--- src/rtl/pdpm_rx_parser.sv ---
// pdpm_rx_parser: parses pDPM request frames into read/write commands and forwards write payloads.
module pdpm_rx_parser #(
  parameter logic [15:0] ETHERTYPE = 16'h88B5,
  parameter int ADDR_W = 32,
  parameter int LEN_W = 16,
  parameter int CNT_W = 16
) (
  input  logic              rx_fifo_clock,
  input  logic              rx_fifo_resetn,
  input  logic [7:0]        s_axis_tdata,
  input  logic              s_axis_tvalid,
  output logic              s_axis_tready,
  input  logic              s_axis_tlast,
  output logic              cmd_valid,
  input  logic              cmd_ready,
  output logic              cmd_write,
  output logic [ADDR_W-1:0] cmd_addr,
  output logic [LEN_W-1:0]  cmd_len,
  output logic [7:0]        m_axis_tdata,
  output logic              m_axis_tvalid,
  input  logic              m_axis_tready,
  output logic              m_axis_tlast,
  output logic [CNT_W-1:0]  drop_count,
  output logic              drop_pulse
);
  typedef enum logic [2:0] {HDR, CMD, PAYLOAD, DRAIN, DROP} state_t;
  state_t state, state_nxt;
  logic [4:0] cnt, cnt_nxt;
  logic [7:0] et_hi;
  logic [31:0] addr_sr;
  logic [15:0] len_sr;
  logic is_write, drain_pending, fire, hdr_fire, drop;
  assign s_axis_tready = rx_fifo_resetn & (state == PAYLOAD ? m_axis_tready : state != CMD);
  assign fire = s_axis_tvalid & s_axis_tready;
  assign hdr_fire = state == HDR && fire;
  assign m_axis_tdata = s_axis_tdata;
  assign m_axis_tvalid = rx_fifo_resetn & (state == PAYLOAD) & s_axis_tvalid;
  assign m_axis_tlast = (state == PAYLOAD) & s_axis_tlast;
  assign cmd_valid = state == CMD;
  assign cmd_write = is_write;
  assign cmd_addr = addr_sr[ADDR_W-1:0];
  assign cmd_len = len_sr[LEN_W-1:0];
  // Every way a header can be rejected; a rejected frame yields exactly one pulse.
  assign drop = hdr_fire && (
    (cnt == 5'd13 && {et_hi, s_axis_tdata} != ETHERTYPE) ||
    (cnt == 5'd14 && s_axis_tdata != 8'h01 && s_axis_tdata != 8'h02) ||
    (s_axis_tlast && cnt < 5'd20) ||
    (cnt == 5'd20 && s_axis_tlast && is_write));
  always_comb begin
    state_nxt = state;
    case (state)
      HDR:     state_nxt = drop ? (s_axis_tlast ? HDR : DROP) : (hdr_fire && cnt == 5'd20) ? CMD : HDR;
      CMD:     state_nxt = !cmd_ready ? CMD : is_write ? PAYLOAD : drain_pending ? DRAIN : HDR;
      default: state_nxt = (fire && s_axis_tlast) ? HDR : state;
    endcase
    cnt_nxt = (state != HDR || state_nxt != HDR || (fire && s_axis_tlast)) ? 5'd0 : cnt + 5'(hdr_fire);
  end
  always_ff @(posedge rx_fifo_clock) begin
    if (!rx_fifo_resetn) begin
      state <= HDR;
      cnt <= '0;
      et_hi <= '0;
      addr_sr <= '0;
      len_sr <= '0;
      is_write <= 1'b0;
      drain_pending <= 1'b0;
      drop_count <= '0;
      drop_pulse <= 1'b0;
    end else begin
      state <= state_nxt;
      cnt <= cnt_nxt;
      drop_pulse <= drop;
      if (drop && ~&drop_count) drop_count <= drop_count + 1'b1;
      if (hdr_fire) begin
        if (cnt == 5'd12) et_hi <= s_axis_tdata;
        if (cnt == 5'd14) is_write <= s_axis_tdata == 8'h02;
        if (cnt >= 5'd15 && cnt <= 5'd18) addr_sr <= {addr_sr[23:0], s_axis_tdata};
        if (cnt == 5'd19 || cnt == 5'd20) len_sr <= {len_sr[7:0], s_axis_tdata};
        if (cnt == 5'd20) drain_pending <= !is_write && !s_axis_tlast;
      end
    end
  end
endmodule

--- config.mk ---
export PLATFORM = sky130hd
export DESIGN_NAME = pdpm_rx_parser
export DESIGN_NICKNAME = d
export VERILOG_FILES = /design/src/rtl/pdpm_rx_parser.sv
export SDC_FILE = /design/constraint.sdc
export NUM_CORES = 1
export LEC_CHECK = 0
export BUFFER_PORTS_ARGS = -buffer_cell sky130_fd_sc_hd__buf_2
export CAP_MARGIN = 20
export CELL_PAD_IN_SITES_DETAIL_PLACEMENT = 0
export CELL_PAD_IN_SITES_GLOBAL_PLACEMENT = 1
export CORE_UTILIZATION = 34
export DETAILED_ROUTE_END_ITERATION = 16
export PLACE_DENSITY = 0.65
export SLEW_MARGIN = 40
export SYNTH_ARGS = -nofsm -noshare
export SYNTH_HDL_FRONTEND = slang
export SYNTH_SLANG_ARGS = --single-unit
--- constraint.sdc ---
create_clock -name rx_fifo_clock -period 2.5 [get_ports rx_fifo_clock]
set_input_delay 0.5 -clock rx_fifo_clock [delete_from_list [all_inputs] [get_ports rx_fifo_clock]]
set_output_delay 0.5 -clock rx_fifo_clock [all_outputs]
set_load 0.02 [all_outputs]
Yosys cells after proc, flatten, opt, wreduce, memory -nomap -nowiden
Index checks and enable logic that the tools add are counted.
{ "totals": {"register_bits": 83, "latchBits": 0, "ram_bits": 0, "mem_bits_ro": 0, "input_bits": 14, "output_inout_bits": 78, "word_cells": 73, "memories": 0} }
{ "op_classes": {"n_addsub": 2, "mul": 0, "n_div": 0, "n_lt_le_gt_ge": 3, "eq_ne": 12, "shifts": 0, "mux": 9, "n_bitwise": 6, "n_reduce_logical": 32} }
{ "ops": {"columns": ["operator", "count"], "rows": [
  ["$add 16x1->16 const B", 1],
  ["$ne 16x16->1 const B", 1],
  ["$reduce_and 16->1", 1],
  ["$eq 5x4->1 const B", 3],
  ["$logic_and 1x1->1", 13],
  ["$eq 5x5->1 const B", 2],
  ["$reduce_and 2->1", 5],
  ["$mux 3", 3],
  ["$eq 8x2->1 const B", 1],
  ["$ne 8x1->1 const B", 1],
  ["$ne 8x2->1 const B", 1],
  ["$logic_or 1x1->1", 6],
  ["$mux 2", 3],
  ["$pmux 3 s2", 1],
  ["$reduce_bool 3->1", 2],
  ["$add 5x1->5", 1],
  ["$and 1x1->1", 5],
  ["$ge 5x4->1 const B", 1],
  ["$le 5x5->1 const B", 1],
  ["$lt 5x5->1 const B", 1],
  ["$eq 3x1->1 const B", 1],
  ["$eq 3x2->1 const B", 1],
  ["$logic_not 1->1", 3],
  ["$logic_not 3->1", 1],
  ["other kinds (4)", 5]
]} }

Logic depth before layout (Yosys ltp)
{ "depth": {"word_depth": 13, "ltp_mapped": 8} }

Worst setup path before layout
OpenSTA, ideal clock, no wires.
{ "synth_timing": {"path_kind": "reg-to-reg", "start": "register drop_count[0]", "end": "register drop_count[0]", "t_arrival_ns": 1.953, "t_required_ns": 2.428, "setup_slack_ns": 0.475, "stages_incl_launch_ff": 8, "path_buffers": 1, "path_cell_list": "dfxtp_1 > ha_1 > nand2_1 > or4_1 > clkbuf_1 > nor2_8 > a21o_2 > mux2i_1"} }
{ "synth_via": {"elab_chain_cells": 3, "word_cells_on_any_way": 4, "cone_classes": "add/sub (1); reduce/logical (3)"} }
{ "synth_rtl": {"columns": ["item", "line_no", "text"], "rows": [
  ["start, declared", "23", "output logic [CNT_W-1:0] drop_count,"],
  ["start signal, assigned", "73", "if (drop && ~&drop_count) drop_count <= drop_count + 1'b1;"],
  ["branches (longest 3 deep; another with $add 16x1->16)", null, null]
]} }
Several ways; the timed one is not identified.
A chain may end at the register's enable or synchronous reset.

Worst setup path after layout
{ "layout_timing": {"start": "register cnt[1]", "end": "register drop_count[4]"} }
{ "layout_via": {"elab_chain_cells": 8, "word_cells_on_any_way": 15, "cone_classes": "order compare (1); eq/ne (3); reduce/logical (11)"} }
{ "layout_rtl": {"columns": ["item", "line_no", "text"], "rows": [
  ["start, declared", "28", "logic [4:0] cnt, cnt_nxt;"],
  ["start signal, assigned", "71", "cnt <= cnt_nxt;"],
  ["branches (longest 5 deep; another with $lt 5x5->1)", null, null],
  ["$logic_or 1x1->1 *", "47", "(s_axis_tlast && cnt < 5'd20) ||"],
  ["$logic_and 1x1->1 *", "44", "assign drop = hdr_fire && ("],
  ["$logic_and 1x1->1 *", "73", null]
]} }
Every way passes the cells marked *.

==> run summary <==
Synth cell types = 54
Number of global-route vias before repair = 2929
Die extent in x = 110 um
Largest net degree at the start of global routing = 94
Synthesized instance count = 415
Number of setup buffers added after CTS = 0
Final standard cell utilization of the core = 0.424
Combined global-route utilization of all metal layers = 0.167
Area of the mapped netlist = 3990 sq um
Fmax = 466 MHz
Total power per unit cell area = 604 nW/um^2
Cell Rows = 39
Half-perimeter wire length after placement = 6580 um
Wire length per cell = 14.9 um
Worst max-slew margin expressed relative to the limit = 0.542
# resized after CTS = 0
Final layout net count = 513
Die area = 12200 sq um
Detailed-routing iteration count for the pre-antenna-repair pass = 4
Cell with the largest stage delay on the worst path = sky130_fd_sc_hd__or3_1
Post-synth EDFFs = 0
Clock net sink count = 83
Share of power burned in registers = 0.455
Number of synthesized register bits = 83
IO Count = 92
Worst-path cell chain = nor4b_1 -> o21ai_1 -> or3_1 -> a2111oi_4 -> mux2i_1
Clock latency of the later-clocked register in the worst-skew pair = 0.35 ns
Net count after synthesis = 432
Kind of critical path = flop to flop
Top_reg_cell synth = sky130_fd_sc_hd__dfxtp_1
Tmin final = 2.15 ns
Worst hold start = cmd_len[9]
Count of filler cells inserted in the layout = 1196
Cts hold-fix bufs = 0
RePlAce Congestion = 0.814
Unrepaired setup endpoints after global routing = false
Setup violators final = 0
First element of the critical path = cnt[1]
Switching power total = 0.665 mW
Worst Path Required = 2.78 ns
Number of antenna diodes = 0
Slowest stage delay, CP = 0.63 ns
Share of synthesized area occupied by flip-flops and latches = 0.417
Smallest hold slack = 0.460 ns
Measured slew at the worst slew-check pin = 0.686 ns
DRC violations left = 0
Internal power contribution = 2.26 mW
Startpoint Class = flop
Area of the core = 11400 sq um
First-pass GRT wire length = 15300 um
IO Port Bufs = 91
Worst path arrival time = 2.42 ns
Proportion of power drawn by the clock network = 0.500
Height of the chip = 110 um
Ys async rst share = 0
Antenna Violating Nets Remaining = 0
Post-CTS clock slew at the launch and capture registers of the worst setup and hold paths = 0.06 ns
Vias after detailed routing = 3105
CTS max path bufs = 2
Status = complete, no violations
Max Clock Skew = 0.00439 ns
Number of antenna violations at the first check in global routing = 0
Share of final-layout standard cells stronger than drive strength 1 = 0.275
Max-cap violations = 0
Number of CTS-inserted buffers = 9
Startpoint of the lowest-slack register-to-register path = cnt[1]
Switching portion of total power = 0.227
Combinational fraction of design power = 0.045
Global-route congestion overflow total = 0
Type of element capturing the critical path = flop
Final hold violation count = 0
Final Max Tran Viols = 0
Share of the cycle needed by the critical path after routing = 0.858
Hold crit path type = flop to flop
Final setup TNS = 0 ns
Final routed wirelength across all metal layers = 9580 um
# H-tree levels = 3
Area growth from synthesis to layout = 21.4%
Total of warnings raised by yosys = 0
Average cell area after synthesis = 9.60 sq um
Finished Cell Area = 4840 sq um
DR vias/cell = 4.82
TritonCTS clock tree = built
Clock tree root buffer cell = sky130_fd_sc_hd__clkbuf_16
DR iter-0 viols = 120
Leakage power figure = 1.91 nW
Area after detailed placement = 4510 sq um
Initial Util = 0.349
Peak supply drop = 0.243 mV
Largest fanout on the critical path = 15
## power by group through the flow
stage | sequential, mW | combinational [mW] | clock [mW]
after detailed placement | 1.36 | 0.134 | 0
after global routing | 1.33 | 0.144 | 1.56
after global placement | 1.36 | 0.131 | 0
final | 1.33 | 0.131 | 1.46
after floorplan | 1.36 | 0.0848 | 0
after CTS | 1.33 | 0.134 | 1.50
## Yosys cell counts, types with 2 or more instances
master	n	area, sq um
sky130_fd_sc_hd__a21oi_1	6	30.0
sky130_fd_sc_hd__nor3b_1	2	15.0
sky130_fd_sc_hd__a2111oi_4	2	55.1
sky130_fd_sc_hd__buf_2	3	15.0
sky130_fd_sc_hd__ha_1	3	37.5
sky130_fd_sc_hd__nor2_1	14	52.6
sky130_fd_sc_hd__buf_6	5	56.3
sky130_fd_sc_hd__nand3_1	10	50.1
sky130_fd_sc_hd__nor3_1	2	10.0
sky130_fd_sc_hd__inv_1	6	22.5
sky130_fd_sc_hd__nand4_1	4	25.0
sky130_fd_sc_hd__nor4bb_1	3	30.0
sky130_fd_sc_hd__a211oi_2	4	50.1
sky130_fd_sc_hd__dfxtp_1	83	1660
sky130_fd_sc_hd__mux2i_1	58	581
sky130_fd_sc_hd__clkbuf_1	10	37.5
sky130_fd_sc_hd__or3_1	2	12.5
sky130_fd_sc_hd__a21boi_0	18	135
sky130_fd_sc_hd__nor2b_1	42	263
sky130_fd_sc_hd__nor4b_1	2	17.5
sky130_fd_sc_hd__nand3b_1	2	15.0
sky130_fd_sc_hd__xor2_1	3	26.3
sky130_fd_sc_hd__o211ai_1	3	22.5
sky130_fd_sc_hd__nand2b_1	15	93.8
sky130_fd_sc_hd__nor4_1	2	12.5
sky130_fd_sc_hd__o2111ai_1	2	17.5
sky130_fd_sc_hd__and2_1	3	18.8
sky130_fd_sc_hd__nand2_1	61	229
sky130_fd_sc_hd__buf_4	12	90.1
sky130_fd_sc_hd__o21ai_0	6	30.0
sky130_fd_sc_hd__a211oi_1	3	22.5
sky130_fd_sc_hd__o21a_1	2	15.0
## state kept, by name, indices dropped and copies added (netlist names)
name,flops
drop_count,16
cnt,5
cmd_write,1
drain_pending,1
et_hi,8
cmd_addr,32
cmd_len,16
state,3
drop_pulse,1
## final cells by class
cell class / instances / area (sq um) / share of cell area
clock buffers: 9 / 225 / 0.0465
flip-flops and latches: 83 / 1660 / 0.343
well taps: 143 / 179 / 0.0370
repair buffers: 103 / 574 / 0.119
inverters: 6 / 22.5 / 0.00465
multi-input cells: 293 / 2080 / 0.429
clock inverters: 7 / 100 / 0.0207
## cell families (layout without fill, tap and decap cells)
kind of cell / after synthesis / after routing / share of synthesized area
adder cells (fa/ha/maj): 3 / 3 / 0.00942
XOR/XNOR: 4 / 4 / 0.00879
AO/OA/AOI/OAI: 49 / 49 / 0.105
flip-flops: 83 / 83 / 0.417
multiplexers: 59 / 59 / 0.149
buffers and inverters: 39 / 125 / 0.0622
AND/OR/NAND/NOR: 178 / 178 / 0.249
## placed cells by master (no fill, tap or decap), types with 4 or more instances in the layout
cell	netlist	layout
sky130_fd_sc_hd__a211oi_2	4	4
sky130_fd_sc_hd__a21boi_0	18	18
sky130_fd_sc_hd__a21oi_1	6	6
sky130_fd_sc_hd__buf_2	3	91
sky130_fd_sc_hd__buf_4	12	9
sky130_fd_sc_hd__clkbuf_16	0	9
sky130_fd_sc_hd__dfxtp_1	83	83
sky130_fd_sc_hd__inv_1	6	6
sky130_fd_sc_hd__mux2i_1	58	58
sky130_fd_sc_hd__nand2_1	61	61
sky130_fd_sc_hd__nand2b_1	15	15
sky130_fd_sc_hd__nand3_1	10	10
sky130_fd_sc_hd__nand4_1	4	4
sky130_fd_sc_hd__nor2_1	14	14
sky130_fd_sc_hd__nor2b_1	42	42
sky130_fd_sc_hd__o21ai_0	6	6
## path summary, 6_finish.rpt
kind                   end  slack, ns  cells after the start
min reg2reg     cmd_len[9]       0.46                      2
min             cmd_len[9]       0.46                      2
max reg2reg  drop_count[4]       0.35                      5
max          drop_count[4]       0.35                      5
## layer usage
metal,wire length [um],global-route usage,vias to the layer above
met5,0,0,-
met4,157,0.0677,0
li1,-,-,1576
met3,425,0.0435,12
met1,4910,0.234,1455
met2,4080,0.241,62
## metrics by stage
step / power (mW) / instances / setup WS, ns
after floorplan: 1.45 / 415 / 0.475
after global placement: 1.49 / 628 / 0.313
after detailed placement: 1.49 / 628 / 0.265
after CTS: 2.97 / 644 / 0.326
after global routing: 3.04 / 644 / 0.172
final: 2.92 / 644 / 0.354
## worst max-delay path, delay by kind of cell, from the launching register on
family	cells	cell delay (ns)
AO/OA/AOI/OAI	2	0.56
flip-flops	1	0.36
AND/OR/NAND/NOR	2	0.95
multiplexers	1	0.21
Note: power is estimated with default switching activity, not from simulation.
